## src/rtl/mips_id_rf_wport_arb.sv

```systemverilog
// Register-file write-port owner: WB-priority arbitration against a queued
// long-latency result FIFO, plus a busy scoreboard for reserved destinations.
module mips_id_rf_wport_arb #(
  parameter int unsigned DEPTH      = 2,
  parameter int unsigned STARVE_MAX = 4,
  parameter int unsigned IDX_W      = 5,
  parameter int unsigned DAT_W      = 32
) (
  input  logic             clk,
  input  logic             rst_n,
  input  logic             wb_req_en,
  input  logic [IDX_W-1:0] wb_req_idx,
  input  logic [DAT_W-1:0] wb_req_dat,
  input  logic             lu_issue_vld,
  input  logic [IDX_W-1:0] lu_issue_idx,
  output logic             lu_issue_rdy,
  input  logic             lu_res_vld,
  output logic             lu_res_rdy,
  input  logic [IDX_W-1:0] lu_res_idx,
  input  logic [DAT_W-1:0] lu_res_dat,
  input  logic [IDX_W-1:0] chk_rs_idx,
  input  logic [IDX_W-1:0] chk_rt_idx,
  output logic             chk_rs_busy,
  output logic             chk_rt_busy,
  output logic             wb_hold,
  output logic             err_waw,
  output logic             wb_dest_en,
  output logic [IDX_W-1:0] wb_dest_idx,
  output logic [DAT_W-1:0] wb_dest_dat
);

  localparam int unsigned PTR_W = $clog2(DEPTH);
  localparam int unsigned CNT_W = $clog2(DEPTH + 1);
  localparam int unsigned AGE_W = $clog2(STARVE_MAX + 1);
  localparam int unsigned NREG  = 1 << IDX_W;

  logic [IDX_W-1:0] mem_idx [DEPTH];
  logic [DAT_W-1:0] mem_dat [DEPTH];

  logic [PTR_W-1:0] rd_ptr_q, rd_ptr_d, wr_ptr_q, wr_ptr_d;
  logic [CNT_W-1:0] cnt_q, cnt_d;
  logic [NREG-1:0]  busy_q, busy_d;
  logic [AGE_W-1:0] age_q, age_d;
  logic             hold_q, hold_d;
  logic             err_q, err_d;
  logic             en_q, en_d;
  logic [IDX_W-1:0] idx_q, idx_d;
  logic [DAT_W-1:0] dat_q, dat_d;

  logic             full, empty, push, pop, issue_fire;
  logic [IDX_W-1:0] head_idx;
  logic [DAT_W-1:0] head_dat;

  // Handshakes and hazard queries, all from registered state
  always_comb begin
    full         = (cnt_q == CNT_W'(DEPTH));
    empty        = (cnt_q == '0);
    push         = lu_res_vld & ~full;
    pop          = ~wb_req_en & ~empty;
    head_idx     = mem_idx[rd_ptr_q];
    head_dat     = mem_dat[rd_ptr_q];
    lu_res_rdy   = ~full;
    lu_issue_rdy = (lu_issue_idx == '0) | ~busy_q[lu_issue_idx];
    issue_fire   = lu_issue_vld & lu_issue_rdy & (lu_issue_idx != '0);
    chk_rs_busy  = (chk_rs_idx != '0) & busy_q[chk_rs_idx];
    chk_rt_busy  = (chk_rt_idx != '0) & busy_q[chk_rt_idx];
  end

  always_comb begin
    rd_ptr_d = rd_ptr_q;
    wr_ptr_d = wr_ptr_q;
    busy_d   = busy_q;
    err_d    = err_q;
    en_d     = 1'b0;
    idx_d    = idx_q;
    dat_d    = dat_q;
    age_d    = age_q;

    if (wb_req_en) begin
      en_d  = (wb_req_idx != '0);
      idx_d = wb_req_idx;
      dat_d = wb_req_dat;
      if ((wb_req_idx != '0) && busy_q[wb_req_idx]) err_d = 1'b1;
    end else if (pop) begin
      en_d             = (head_idx != '0);
      idx_d            = head_idx;
      dat_d            = head_dat;
      busy_d[head_idx] = 1'b0;
      rd_ptr_d         = rd_ptr_q + PTR_W'(1);
    end

    if (push) begin
      wr_ptr_d = wr_ptr_q + PTR_W'(1);
      if ((lu_res_idx != '0) && !busy_q[lu_res_idx]) err_d = 1'b1;
    end

    // A fresh reservation wins over a clear of an unreserved stray result
    if (issue_fire) busy_d[lu_issue_idx] = 1'b1;
    busy_d[0] = 1'b0;

    cnt_d = cnt_q + CNT_W'(push) - CNT_W'(pop);

    if (pop || empty)                   age_d = '0;
    else if (age_q < AGE_W'(STARVE_MAX)) age_d = age_q + AGE_W'(1);
    hold_d = (age_d >= AGE_W'(STARVE_MAX));
  end

  always_ff @(posedge clk or negedge rst_n) begin
    if (!rst_n) begin
      rd_ptr_q <= '0;
      wr_ptr_q <= '0;
      cnt_q    <= '0;
      busy_q   <= '0;
      age_q    <= '0;
      hold_q   <= 1'b0;
      err_q    <= 1'b0;
      en_q     <= 1'b0;
      idx_q    <= '0;
      dat_q    <= '0;
    end else begin
      rd_ptr_q <= rd_ptr_d;
      wr_ptr_q <= wr_ptr_d;
      cnt_q    <= cnt_d;
      busy_q   <= busy_d;
      age_q    <= age_d;
      hold_q   <= hold_d;
      err_q    <= err_d;
      en_q     <= en_d;
      idx_q    <= idx_d;
      dat_q    <= dat_d;
    end
  end

  // Payload storage needs no reset; occupancy is tracked by cnt_q
  always_ff @(posedge clk) begin
    if (push) begin
      mem_idx[wr_ptr_q] <= lu_res_idx;
      mem_dat[wr_ptr_q] <= lu_res_dat;
    end
  end

  assign wb_hold     = hold_q;
  assign err_waw     = err_q;
  assign wb_dest_en  = en_q;
  assign wb_dest_idx = idx_q;
  assign wb_dest_dat = dat_q;

endmodule

```

## config.mk

```make
export PLATFORM = sky130hd
export DESIGN_NAME = mips_id_rf_wport_arb
export DESIGN_NICKNAME = d
export VERILOG_FILES = /design/src/rtl/mips_id_rf_wport_arb.sv
export SDC_FILE = /design/constraint.sdc
export NUM_CORES = 1
export LEC_CHECK = 0
export CORE_MARGIN = 3
export CORE_UTILIZATION = 35
export CTS_CLUSTER_DIAMETER = 40
export DETAILED_ROUTE_END_ITERATION = 12
export PLACE_DENSITY = 0.6
export SYNTH_ARGS = -nofsm -noshare
export SYNTH_HDL_FRONTEND = slang
export SYNTH_SLANG_ARGS = --single-unit
```

## constraint.sdc

```tcl
create_clock -name clk -period 3.9 [get_ports clk]
set_clock_uncertainty 0.2 [all_clocks]
set_input_delay 0.78 -clock clk [delete_from_list [all_inputs] [get_ports clk]]
set_output_delay 0.78 -clock clk [all_outputs]
set_load 0.02 [all_outputs]
```

### After elaboration in Yosys (flattened, before gate mapping)

Memories as Yosys holds them, arrays and structs flattened.
Cells that the tools add are included.

| cells by class | value |
|---|---|
| $add $sub $neg | 5 |
| magnitude comparators | 10 |
| equal/unequal tests | 1 |
| multiplexer cells | 31 |
| bitwise gates (word level) | 14 |
| reductions and logical operators | 16 |

Operator list:

| kind | number |
|---|---|
| two-way mux 32 bit | 5 |
| < comparator 5 x 6 -> 1 bit (second input constant) | 6 |
| AND 32 bit | 1 |
| NOT 32 bit | 1 |
| bitwise OR 32 bit | 1 |
| nonzero test 5 bit | 6 |
| binary-select mux 1 bit (select 5 bit) | 5 |
| two-way mux 1 bit | 15 |
| demux 1 bit (select 5 bit) | 2 |
| greater-or-equal comparator 5 x 1 -> 1 bit (second input constant) | 2 |
| two-way mux 5 bit | 2 |
| AND 1 bit | 6 |
| two-way mux 3 bit | 2 |
| logical NOT 5 bit | 1 |
| logical AND 1 bit | 4 |
| NOT 1 bit | 4 |
| adder 3 x 1 -> 3 bit (second input constant) | 1 |
| greater-or-equal comparator 3 bit (second input constant) | 1 |
| < comparator 3 bit (second input constant) | 1 |
| adder 1 bit (second input constant) | 2 |
| adder 2 x 1 -> 2 bit | 1 |
| equality test 2 bit (second input constant) | 1 |
| logical NOT 2 bit | 1 |
| AND reduction 2 bit | 1 |
| 5 further kinds | 5 |

| storage, ports and cells | value |
|---|---|
| register bits after elaboration | 78 |
| RAM bits | 74 |
| output and inout port bits | 44 |
| memories kept | 2 |

Memory list:

| memory | words | width | read ports | clocked after Yosys merged registers in | wr ports | RTL line | source |
|---|---|---|---|---|---|---|---|
| mem_dat | 2 | 32 | 1 | 0 | 1 | 38 | `logic [DAT_W-1:0] mem_dat [DEPTH];` |
| mem_idx | 2 | 5 | 1 | 0 | 1 | 37 | `logic [IDX_W-1:0] mem_idx [DEPTH];` |

### Longest topological paths before layout

Gate-level depths: netlist (run 1).
An unclocked memory read counts as a cell.

| depth | value |
|---|---|
| depth after elaboration | 11 |
| mapped depth | 8 |

### Least setup slack after synthesis (run 1)

Ideal clock, no wire load.

| timing | value |
|---|---|
| path type | input -> output |
| start point | input port chk_rs_idx[0] |
| end point | output port chk_rs_busy |
| data arrival time | 2.498 ns |
| required time | 2.920 ns |
| slack | 0.422 ns |
| stages on the path | 4 |
| buffers on the path | 1 |
| cells stage by stage | clkbuf_1 -> mux4_2 -> mux4_2 -> mux2_2 |

| on the way | value |
|---|---|
| cells in the longest elaborated chain, start to end | 3 |

Ends and longest elaborated chain:

| item | RTL line | source |
|---|---|---|
| from (decl) | 21 | `input logic [IDX_W-1:0] chk_rs_idx,` |
| binary-select mux 1 bit (select 5 bit) | 65 | `chk_rs_busy = (chk_rs_idx != '0) & busy_q[chk_rs_idx];` |
| two-way mux 1 bit (not written as such) | 65 |  |
| AND 1 bit (*) | 65 |  |
| to (decl) | 23 | `output logic chk_rs_busy,` |

Every way passes the cells marked *; elsewhere a longest branch is shown, timed or not. The select of a mux whose other input is x is not followed.

### Final worst setup path (run 1)

| timing | value |
|---|---|
| start point | input port chk_rt_idx[0] |
| end point | output port chk_rt_busy |

| on the way | value |
|---|---|
| cells in the longest elaborated chain, start to end | 3 |

Ends and longest elaborated chain:

| item | RTL line | source |
|---|---|---|
| from (decl) | 22 | `input logic [IDX_W-1:0] chk_rt_idx,` |
| binary-select mux 1 bit (select 5 bit) | 66 | `chk_rt_busy = (chk_rt_idx != '0) & busy_q[chk_rt_idx];` |
| two-way mux 1 bit (not written as such) | 66 |  |
| AND 1 bit (*) | 66 |  |
| to (decl) | 24 | `output logic chk_rt_busy,` |

Marked as above.

==> results of run 1 <==
synthesized netlist by cell type, types with 2 or more instances:
library cell  instances  share of area, %
edfxtp_1             74                30
clkbuf_1             19              0.97
buf_2                 8              0.55
or3b_1                3              0.36
xnor2_1               3              0.36
a21oi_1              37               2.5
mux2i_1              53               7.2
mux2_2                7               1.1
ha_1                  3              0.51
a31oi_1               2              0.17
and2_1                2              0.17
o31ai_1               3              0.31
nand4b_1              2              0.24
nor2_1               45               2.3
a22o_1                2              0.24
o22ai_1               2              0.17
nor2b_1               3              0.26
or4_4                 3              0.46
a22oi_1               2              0.20
buf_6                 2              0.31
nand3_1               5              0.34
nand3b_1              4              0.41
mux4_2               31               9.5
inv_1                 6              0.31
nor3_1                3              0.20
buf_1                 4              0.20
o21ai_0              72               4.9
mux2_1                6              0.92
dfrtp_1              77                26
or3_1                 2              0.17
nand2_1              69               3.5
o21ai_1              34               2.3
xor2_1                2              0.24
nand2b_1              5              0.43
timing repair:
item / in CTS / in global routing
endpoints found under the setup margin: 3 / 2
resized for setup: 11 / 2
pin swaps: 0 / 0
hold buffers: 0 / 0
power by group through the flow:
stage	sequential, W	clock, W	combinational [W]
after global routing	0.00282	0.00182	0.00269
after floorplan	0.00265	0	0.00150
after CTS	0.00276	0.00175	0.00248
after detailed placement	0.00279	0	0.00248
final	0.00277	0.00171	0.00245
after global placement	0.00278	0	0.00243
sequential cells by signal, indices dropped and copies added, names as in the netlist:
register and count:
err_waw 1, wr_ptr_q 1, wb_dest_idx 5, mem_idx 10
wb_dest_dat 32, rd_ptr_q 1, busy_q 31, wb_dest_en 1
age_q 3, mem_dat 64, cnt_q 2
worst min-delay path by stage:
stage / start / to / slack (ns) / depth (start not counted)
2_1_floorplan: wr_ptr_q$_DFFE_PN0P_ / wr_ptr_q$_DFFE_PN0P_ / 0.26 / 1
3_3_place_gp: err_waw$_DFF_PN0_ / err_waw$_DFF_PN0_ / 0.29 / 1
3_5_place_dp: err_waw$_DFF_PN0_ / err_waw$_DFF_PN0_ / 0.32 / 1
4_1_cts: err_waw$_DFF_PN0_ / err_waw$_DFF_PN0_ / 0.33 / 1
5_1_grt: err_waw$_DFF_PN0_ / err_waw$_DFF_PN0_ / 0.35 / 1
6_report: rst_n / busy_q[2]$_DFF_PN0_ / 0.33 / 1
layer usage:
layer | wire (um) | vias to the layer above | global-route usage [%]
li1 | - | 2584 | -
met1 | 8490 | 2786 | 24.7
met2 | 9820 | 242 | 29.0
met3 | 1550 | 35 | 3.97
met4 | 479 | 0 | 6.44
met5 | 0 | - | 0
logic make-up (layout without fill, tap and decap cells):
kind of cell	count (synthesis)	in the layout	synth area share (%)
compound gates	163	163	11.9
simple gates	150	150	9.27
mux	97	97	18.8
buf+inv	39	206	2.34
xor+xnor	5	5	0.597
fa+ha+maj	3	3	0.512
flops	151	151	56.6
cell usage in the layout, fill, tap and decap left out, types with 3 or more instances in the layout:
master,n
o21ai_0,72
or3b_1,3
inv_8,5
inv_6,4
buf_2,3
nor2_1,43
dfrtp_1,76
a21oi_1,37
nand2_1,69
mux4_2,31
inv_1,6
o21ai_1,34
ha_1,3
or4_4,3
edfxtp_1,74
clkbuf_16,17
nor2b_1,3
xnor2_1,3
mux2_2,7
nand3b_1,4
buf_4,29
o31ai_1,3
mux2i_1,53
nand2b_1,5
clkdlybuf4s50_1,132
mux2_1,6
nand3_1,5
stage by stage:
step | worst slack [ns] | instance area, um^2 | setup TNS (ns) | total power [W] | utilization (%)
final | 0.0899 | 9770 | 0 | 0.00694 | 47.8
after global placement | -0.276 | 9150 | -0.745 | 0.00521 | 44.8
after floorplan | 0.422 | 7330 | 0 | 0.00415 | -
after detailed placement | -0.312 | 9150 | -0.846 | 0.00526 | 44.8
after CTS | 0.00372 | 9770 | 0 | 0.00699 | 47.8
after global routing | 0.0121 | 9770 | 0 | 0.00733 | 47.8
final cells by class:
cell class              instances  area [um^2]  area share [%]
well taps                     270          338            3.46
clock inverters                14          181            1.86
flip-flops and latches        151         4150            42.5
repair buffers                168         1610            16.4
inverters                       6         22.5           0.231
multi-input cells             418         3030            31.0
clock buffers                  18          439            4.50
==> flow_summary.json, run 1 <==
{
  "max-cap-violations": 0,
  "reg2reg_depth": 6,
  "cts_root_buffer": "clkbuf_16",
  "syn2layout_area_growth_pct": 33.3,
  "placementRows": 52,
  "cts_tree": "built",
  "place_inst": 1013,
  "switching_share_pct": 37.0,
  "r2r_end": "busy_q[2]$_DFF_PN0_",
  "hold_viol": 0,
  "cts.htree.levels": 4,
  "cts_buffers": 17,
  "cp_num_cells": 6,
  "path_cells": "clkdlybuf4s50_1 > buf_6 > mux4_2 > mux4_2 > mux2_2 > buf_2",
  "grt_first_pass_wirelength_mm": 31.3,
  "antenna_found_initial": 0,
  "post_cts_buffers": 0,
  "cp.required_ns": 2.92,
  "critPathKind": "primary input to output port",
  "grt_pass1_vias": 5650,
  "total_leakage_power_nw": 3.78,
  "synth_cell_type_count": 47,
  "critical_path_buf_inv_count": 3,
  "pwr-share-seq_pct": 40.0,
  "synth.avg_cell_area_um2": 12.1,
  "whs_ns": 0.330,
  "cp_slowest_stage_delay_ns": 0.49,
  "clk_pin_slew_ns": 0.07,
  "drt_iter0_markers": 410,
  "initial_core_util_pct": 35.9,
  "outcome": "complete, no violations",
  "layout_worst_path_cycle_share_pct": 97.7,
  "finalSetupViolCount": 0,
  "nFillCells": 1860,
  "routed_wl_mm": 20.3,
  "nets": 859,
  "insertion_delay_ns": 0.42,
  "cp_max_fo": 9,
  "diodes": 0,
  "rsz0062_at_grt": "no",
  "antenna_left": 0,
  "critPathLaunch": "chk_rt_idx[0]",
  "num_io_pins": 138,
  "startpoint_type": "primary input",
  "grt-ovfl-total": 0,
  "layoutNonFillerInstCount": 1045,
  "cts_sinks": 151,
  "synthCells": 608,
  "drc": 0,
  "synth_area_um2": 7330,
  "worstPathArrival_ns": 2.83,
  "fin_crit_ns": 3.81,
  "timing.fmax_mhz": 262,
  "ys_warn_count": 0,
  "maxSlewHeadroom_pct": 30.0,
  "end_kind": "output port",
  "clk_path_buf_depth": 2,
  "dp_hpwl_mm": 14.3,
  "via_per_inst": 5.40,
  "drv_slew": 0,
  "ys_ff_latch": 151,
  "vdd_drop_max_mv": 0.398,
  "vias": 5647,
  "cp_slowest_cell": "mux4_2",
  "fp.dieArea_um2": 22700,
  "cp_top_family": "multiplexers",
  "die_y_um": 151,
  "worstHoldPathType": "primary input to asynchronous set/reset pin",
  "gp_congestion": 0.915,
  "worstSetupEndpoint": "chk_rt_busy",
  "drive_gt1_share_pct": 15.0,
  "regToRegStartpoint": "busy_q[23]$_DFF_PN0_",
  "core_area_um2": 20400,
  "yosysSeqAreaShare_pct": 56.6,
  "syn_nets": 705,
  "powerDensity_nw_per_um2": 710,
  "rrSetupSlack_ns": 1.52,
  "synthFlopType": "dfrtp_1",
  "internal_power_w": 0.00437,
  "p_clk_share_pct": 24.7,
  "power.switching_w": 0.00257,
  "die_w_um": 151,
  "p_comb_share_pct": 35.3,
  "grt_max_degree": 78,
  "async_reset_ff_share_pct": 51.0,
  "port_buffers": 137,
  "synth_edf_count": 74,
  "worst_pin_slew_ns": 1.05,
  "grtUsageTotal_pct": 18.2,
  "wl_per_cell_um": 19.5,
  "drtPass1Iterations": 5,
  "crit_top_cell": "mux4_2"
}
Power figures use the tool's default switching activity.
==> inputs of run 2 (changes only) <==
--- a/config.mk
+++ b/config.mk
@@ -5,11 +5,13 @@
 export SDC_FILE = /design/constraint.sdc
 export NUM_CORES = 1
 export LEC_CHECK = 0
+export CAP_MARGIN = 20
 export CORE_MARGIN = 3
 export CORE_UTILIZATION = 35
 export CTS_CLUSTER_DIAMETER = 40
 export DETAILED_ROUTE_END_ITERATION = 12
 export PLACE_DENSITY = 0.6
+export SETUP_SLACK_MARGIN = 0.5
 export SYNTH_ARGS = -nofsm -noshare
 export SYNTH_HDL_FRONTEND = slang
 export SYNTH_SLANG_ARGS = --single-unit
==> flow_summary.json, run 2 (same netlist as run 1, synthesis figures left out) <==
{
  "outcome": "complete, no violations",
  "num_io_pins": 138,
  "startpoint_type": "primary input",
  "cts_root_buffer": "clkbuf_16",
  "worstPathArrival_ns": 2.38,
  "clk_pin_slew_ns": 0.06,
  "regToRegStartpoint": "rd_ptr_q$_DFFE_PN0P_",
  "path_cells": "dlygate4sd2_1 > buf_4 > mux4_2 > mux4_2 > mux2_4 > buf_6",
  "critical_path_buf_inv_count": 3,
  "cp_slowest_stage_delay_ns": 0.47,
  "worst_pin_slew_ns": 0.941,
  "cp_num_cells": 6,
  "seq_area_um2": 4150,
  "total_leakage_power_nw": 3.80,
  "die_w_um": 151,
  "insertion_delay_ns": 0.43,
  "vias": 5594,
  "grt_first_pass_wirelength_mm": 32.0,
  "gp_congestion": 0.925,
  "place_inst": 1010,
  "multi_input_area_um2": 3070,
  "drt_iter0_markers": 264,
  "antenna_left": 0,
  "power.total_w": 0.00687,
  "nets": 860,
  "worstHoldPathType": "primary input to asynchronous set/reset pin",
  "grt_pass1_vias": 5618,
  "drtPass1Iterations": 4,
  "cp.required_ns": 2.92,
  "port_buffers": 137,
  "critPathLaunch": "chk_rt_idx[2]",
  "diodes": 0,
  "grt_max_degree": 78,
  "die_y_um": 151,
  "timing.fmax_mhz": 297,
  "reg2reg_depth": 6,
  "initial_core_util_pct": 35.9,
  "fin_crit_ns": 3.36,
  "final_cell_mix": "124 x clkdlybuf4s50_1, 76 x dfrtp_1, 74 x edfxtp_1",
  "via_per_inst": 5.35,
  "cts_buffers": 17,
  "wl_per_cell_um": 19.8,
  "antenna_found_initial": 0,
  "crit_top_cell": "mux4_2",
  "cp_max_fo": 3,
  "drc": 0,
  "routed_wl_mm": 20.7,
  "cts_hold_buf": 0,
  "layoutNonFillerInstCount": 1046,
  "vdd_drop_max_mv": 0.331,
  "critPathKind": "primary input to output port",
  "maxSlewHeadroom_pct": 37.2,
  "final_common_cell": "clkdlybuf4s50_1",
  "largest_reg_flops": 64,
  "drive_gt1_share_pct": 15.9,
  "dp_hpwl_mm": 14.2,
  "drv_slew": 0,
  "rsz0062_at_grt": "yes",
  "cts_tree": "built",
  "finalSetupViolCount": 0,
  "end_kind": "output port",
  "nFillCells": 1881,
  "grtUsageTotal_pct": 18.6,
  "cts.htree.levels": 4,
  "max-cap-violations": 0,
  "cts_sinks": 151,
  "layout_worst_path_cycle_share_pct": 86.2,
  "syn2layout_area_growth_pct": 33.8,
  "clk_path_buf_depth": 2,
  "hold_viol": 0,
  "cp_slowest_cell": "mux4_2",
  "fp.dieArea_um2": 22700,
  "grt-ovfl-total": 0,
  "core_area_um2": 20400,
  "utilization_pct": 48.0,
  "rrSetupSlack_ns": 1.28,
  "cp_top_family": "multiplexers",
  "powerDensity_nw_per_um2": 700,
  "top_register": "mem_dat",
  "placementRows": 52
}
## run 2: cell types whose count changed in the layout (fill, tap and decap cells not counted), moves of 3 or more
cell,delta
buf_6,+8
inv_8,-4
buf_4,-3
clkdlybuf4s50_1,-8
clkinv_4,+3
## run 2: metrics by stage
stage / hold slack [ns] / setup TNS [ns] / instance area [um^2] / setup WS, ns
global route: 0.142 / 0 / 9810 / 0.498
CTS: 0.308 / 0 / 9710 / 0.361
finish: 0.122 / 0 / 9810 / 0.537
global placement: 0.286 / -0.755 / 9110 / -0.272
detailed placement: 0.294 / -0.875 / 9110 / -0.325
floorplan: 0.260 / 0 / 7330 / 0.614
## run 2: worst reg2reg max path: cells and delay by family, from the launching register on
family                 cells  cell delay (ns)
AND/OR/NAND/NOR            2             0.57
buffers and inverters      1             0.55
AO/OA/AOI/OAI              2             0.43
multiplexers               1             0.25
flip-flops                 1             0.48
## run 2: final cells by class
type	count	area share, %
Inverter	6	0.230
Tap cell	270	3.44
Sequential cell	151	42.3
Clock buffer	18	4.38
Multi-Input combinational cell	418	31.3
Clock inverter	14	1.47
Timing Repair Buffer	169	16.9
## run 2: worst paths after layout
path                                               end
setup / recovery                           chk_rt_busy
hold / removal                    wb_dest_en$_DFF_PN0_
setup reg to reg                  busy_q[15]$_DFF_PN0_
hold reg to reg                      err_waw$_DFF_PN0_
max in group asynchronous  wb_dest_dat[11]$_DFFE_PN0P_
min in group clk                     err_waw$_DFF_PN0_
## run 2: repair_timing
| action | 4_1_cts | 5_1_grt |
|---|---|---|
| setup buffers | 1 | 1 |
| gates resized for setup | 35 | 19 |
| endpoints found under the setup margin | 3 | 3 |
| pin swaps | 1 | 2 |
| gates cloned | 1 | 0 |
## run 2: per-layer routing
metal / wire, um / up-vias / GRT usage, %
met5: 0 / - / 0
met4: 560 / 0 / 6.84
met3: 1240 / 41 / 3.79
met2: 10000 / 202 / 29.5
met1: 8900 / 2765 / 25.3
li1: - / 2586 / -
## run 2: power by group
group | switching [W] | total (W) | internal, W
Sequential | 0.000599 | 0.00280 | 0.00220
Combinational | 0.00129 | 0.00248 | 0.00119
Clock | 0.000693 | 0.00159 | 0.000894
Total | 0.00258 | 0.00687 | 0.00429
==> inputs of run 3 (changes only) <==
--- a/config.mk
+++ b/config.mk
@@ -6,11 +6,10 @@
 export NUM_CORES = 1
 export LEC_CHECK = 0
 export CAP_MARGIN = 20
-export CORE_MARGIN = 3
-export CORE_UTILIZATION = 35
+export CORE_UTILIZATION = 30
 export CTS_CLUSTER_DIAMETER = 40
 export DETAILED_ROUTE_END_ITERATION = 12
-export PLACE_DENSITY = 0.6
+export PLACE_DENSITY = 0.54
 export SETUP_SLACK_MARGIN = 0.5
 export SYNTH_ARGS = -nofsm -noshare
 export SYNTH_HDL_FRONTEND = slang
==> flow_summary.json, run 3 (same netlist as run 1, synthesis figures left out) <==
{
  "switching_share_pct": 37.5,
  "antenna_found_initial": 1,
  "drc": 0,
  "die_w_um": 158,
  "vias": 5660,
  "utilization_pct": 41.4,
  "internal_power_w": 0.00432,
  "initial_core_util_pct": 30.9,
  "critPathKind": "primary input to output port",
  "drv_slew": 0,
  "clk_path_buf_depth": 2,
  "total_leakage_power_nw": 3.79,
  "worstPathArrival_ns": 2.38,
  "nets": 860,
  "drt_iter0_markers": 355,
  "max-cap-violations": 0,
  "grt-ovfl-total": 0,
  "rsz0062_at_grt": "yes",
  "cts_buffers": 17,
  "grt_first_pass_wirelength_mm": 32.8,
  "vdd_drop_max_mv": 0.278,
  "post-route-worst-setup-slack_ns": 0.536,
  "fp.dieArea_um2": 25100,
  "p_clk_share_pct": 23.3,
  "powerDensity_nw_per_um2": 704,
  "cts_tree": "built",
  "pwr-share-seq_pct": 40.8,
  "maxSlewHeadroom_pct": 37.1,
  "p_comb_share_pct": 35.9,
  "grt_max_degree": 78,
  "die_y_um": 158,
  "via_per_inst": 5.16,
  "placementRows": 56,
  "grt_pass1_vias": 5891,
  "antenna_left": 0,
  "dp_hpwl_mm": 14.6,
  "top_register": "mem_dat",
  "cts_root_buffer": "clkbuf_16",
  "core_area_um2": 23800,
  "syn2layout_area_growth_pct": 34.1,
  "cts.htree.levels": 4,
  "final_cell_mix": "123 x clkdlybuf4s50_1, 76 x dfrtp_1, 74 x edfxtp_1",
  "finalSetupViolCount": 0,
  "final_common_cell": "clkdlybuf4s50_1",
  "timing.fmax_mhz": 297,
  "startpoint_type": "primary input",
  "hold_viol": 0,
  "grtUsageTotal_pct": 17.7,
  "wl_per_cell_um": 19.4,
  "worst_pin_slew_ns": 0.943,
  "setup_tns_ns": 0,
  "layout_worst_path_cycle_share_pct": 86.2,
  "power.switching_w": 0.00260,
  "gp_congestion": 0.896,
  "cts_hold_buf": 0,
  "cp_max_fo": 8,
  "post-place-ws_ns": -0.310,
  "num_io_pins": 138,
  "insertion_delay_ns": 0.42,
  "clk_pin_slew_ns": 0.06,
  "drive_gt1_share_pct": 15.7,
  "routed_wl_mm": 21.2,
  "worstHoldPathType": "primary input to asynchronous set/reset pin",
  "outcome": "complete, no violations",
  "port_buffers": 137,
  "fin_crit_ns": 3.36,
  "end_kind": "output port",
  "largest_reg_flops": 64,
  "drtPass1Iterations": 7,
  "cp.required_ns": 2.92,
  "cts_sinks": 151
}
[run 3: changes by cell type in the layout (fill, tap and decap cells not counted), sizes merged]
| cell | delta |
|---|---|
| clkbuf | +2 |
| inv | +3 |
| clkinvlp | -1 |
| dlygate4sd2 | +2 |
| clkdlybuf4s15 | -2 |
| dlymetal6s2s | -1 |
| clkinv | -2 |
| clkdlybuf4s50 | -1 |
| diode | +1 |
[run 3: metrics by stage]
step	total power, W	hold WS [ns]	instances	instance area [um^2]
2_1_floorplan	0.00415	0.260	608	7330
3_3_place_gp	0.00524	0.309	1060	9180
3_5_place_dp	0.00530	0.331	1060	9180
4_1_cts	0.00694	0.347	1094	9780
5_1_grt	0.00732	0.0907	1095	9830
6_report	0.00692	0.0926	1096	9830
[run 3: power by group through the flow]
stage	combinational [W]	sequential, W	clock [W]
global placement	0.00242	0.00282	0
floorplan	0.00150	0.00265	0
detailed placement	0.00247	0.00284	0
CTS	0.00250	0.00280	0.00165
global route	0.00274	0.00287	0.00172
finish	0.00248	0.00282	0.00161
[run 3: timing repair]
action / 4_1_cts / 5_1_grt
pin swaps: 1 / 0
gates resized for setup: 41 / 8
endpoints found under the setup margin: 3 / 3
setup buffers: 1 / 0
cloned: 1 / 0
[run 3: area by class of cell]
class | count | area (um^2)
fill | 2204 | 13900
sequential | 151 | 4150
multi-input combinational | 418 | 3050
timing repair buffer | 169 | 1630
clock buffer | 18 | 439
tap | 319 | 399
clock inverter | 14 | 136
inverter | 6 | 22.5
antenna | 1 | 2.50
[run 3: worst paths after layout]
check                                     start              endpoint  slack [ns]  cells after the start
max                               chk_rt_idx[0]           chk_rt_busy        0.54                      6
min                                       rst_n   busy_q[1]$_DFF_PN0_        0.09                      1
max reg2reg                rd_ptr_q$_DFFE_PN0P_  wb_dest_en$_DFF_PN0_        1.22                      5
min reg2reg                  age_q[1]$_DFF_PN0_    age_q[1]$_DFF_PN0_        0.34                      2
max in group asynchronous                 rst_n  rd_ptr_q$_DFFE_PN0P_        2.79                      2
min in group clk             age_q[1]$_DFF_PN0_    age_q[1]$_DFF_PN0_        0.34                      2
[run 3: worst max-delay path, stage by stage]
cell and delay (ns):
buf_6 0.08, buf_8 0.13, mux4_2 0.50, mux4_2 0.48
mux2_4 0.28, buf_6 0.13
[run 3: per-layer routing]
metal	share of wire (%)	vias up	wire [um]	track usage (%)
li1	-	2587	-	-
met3	6.8	29	1450	4.30
met1	42	2832	8820	21.6
met4	1.8	0	374	8.06
met2	50	212	10600	29.4
met5	0	-	0	0
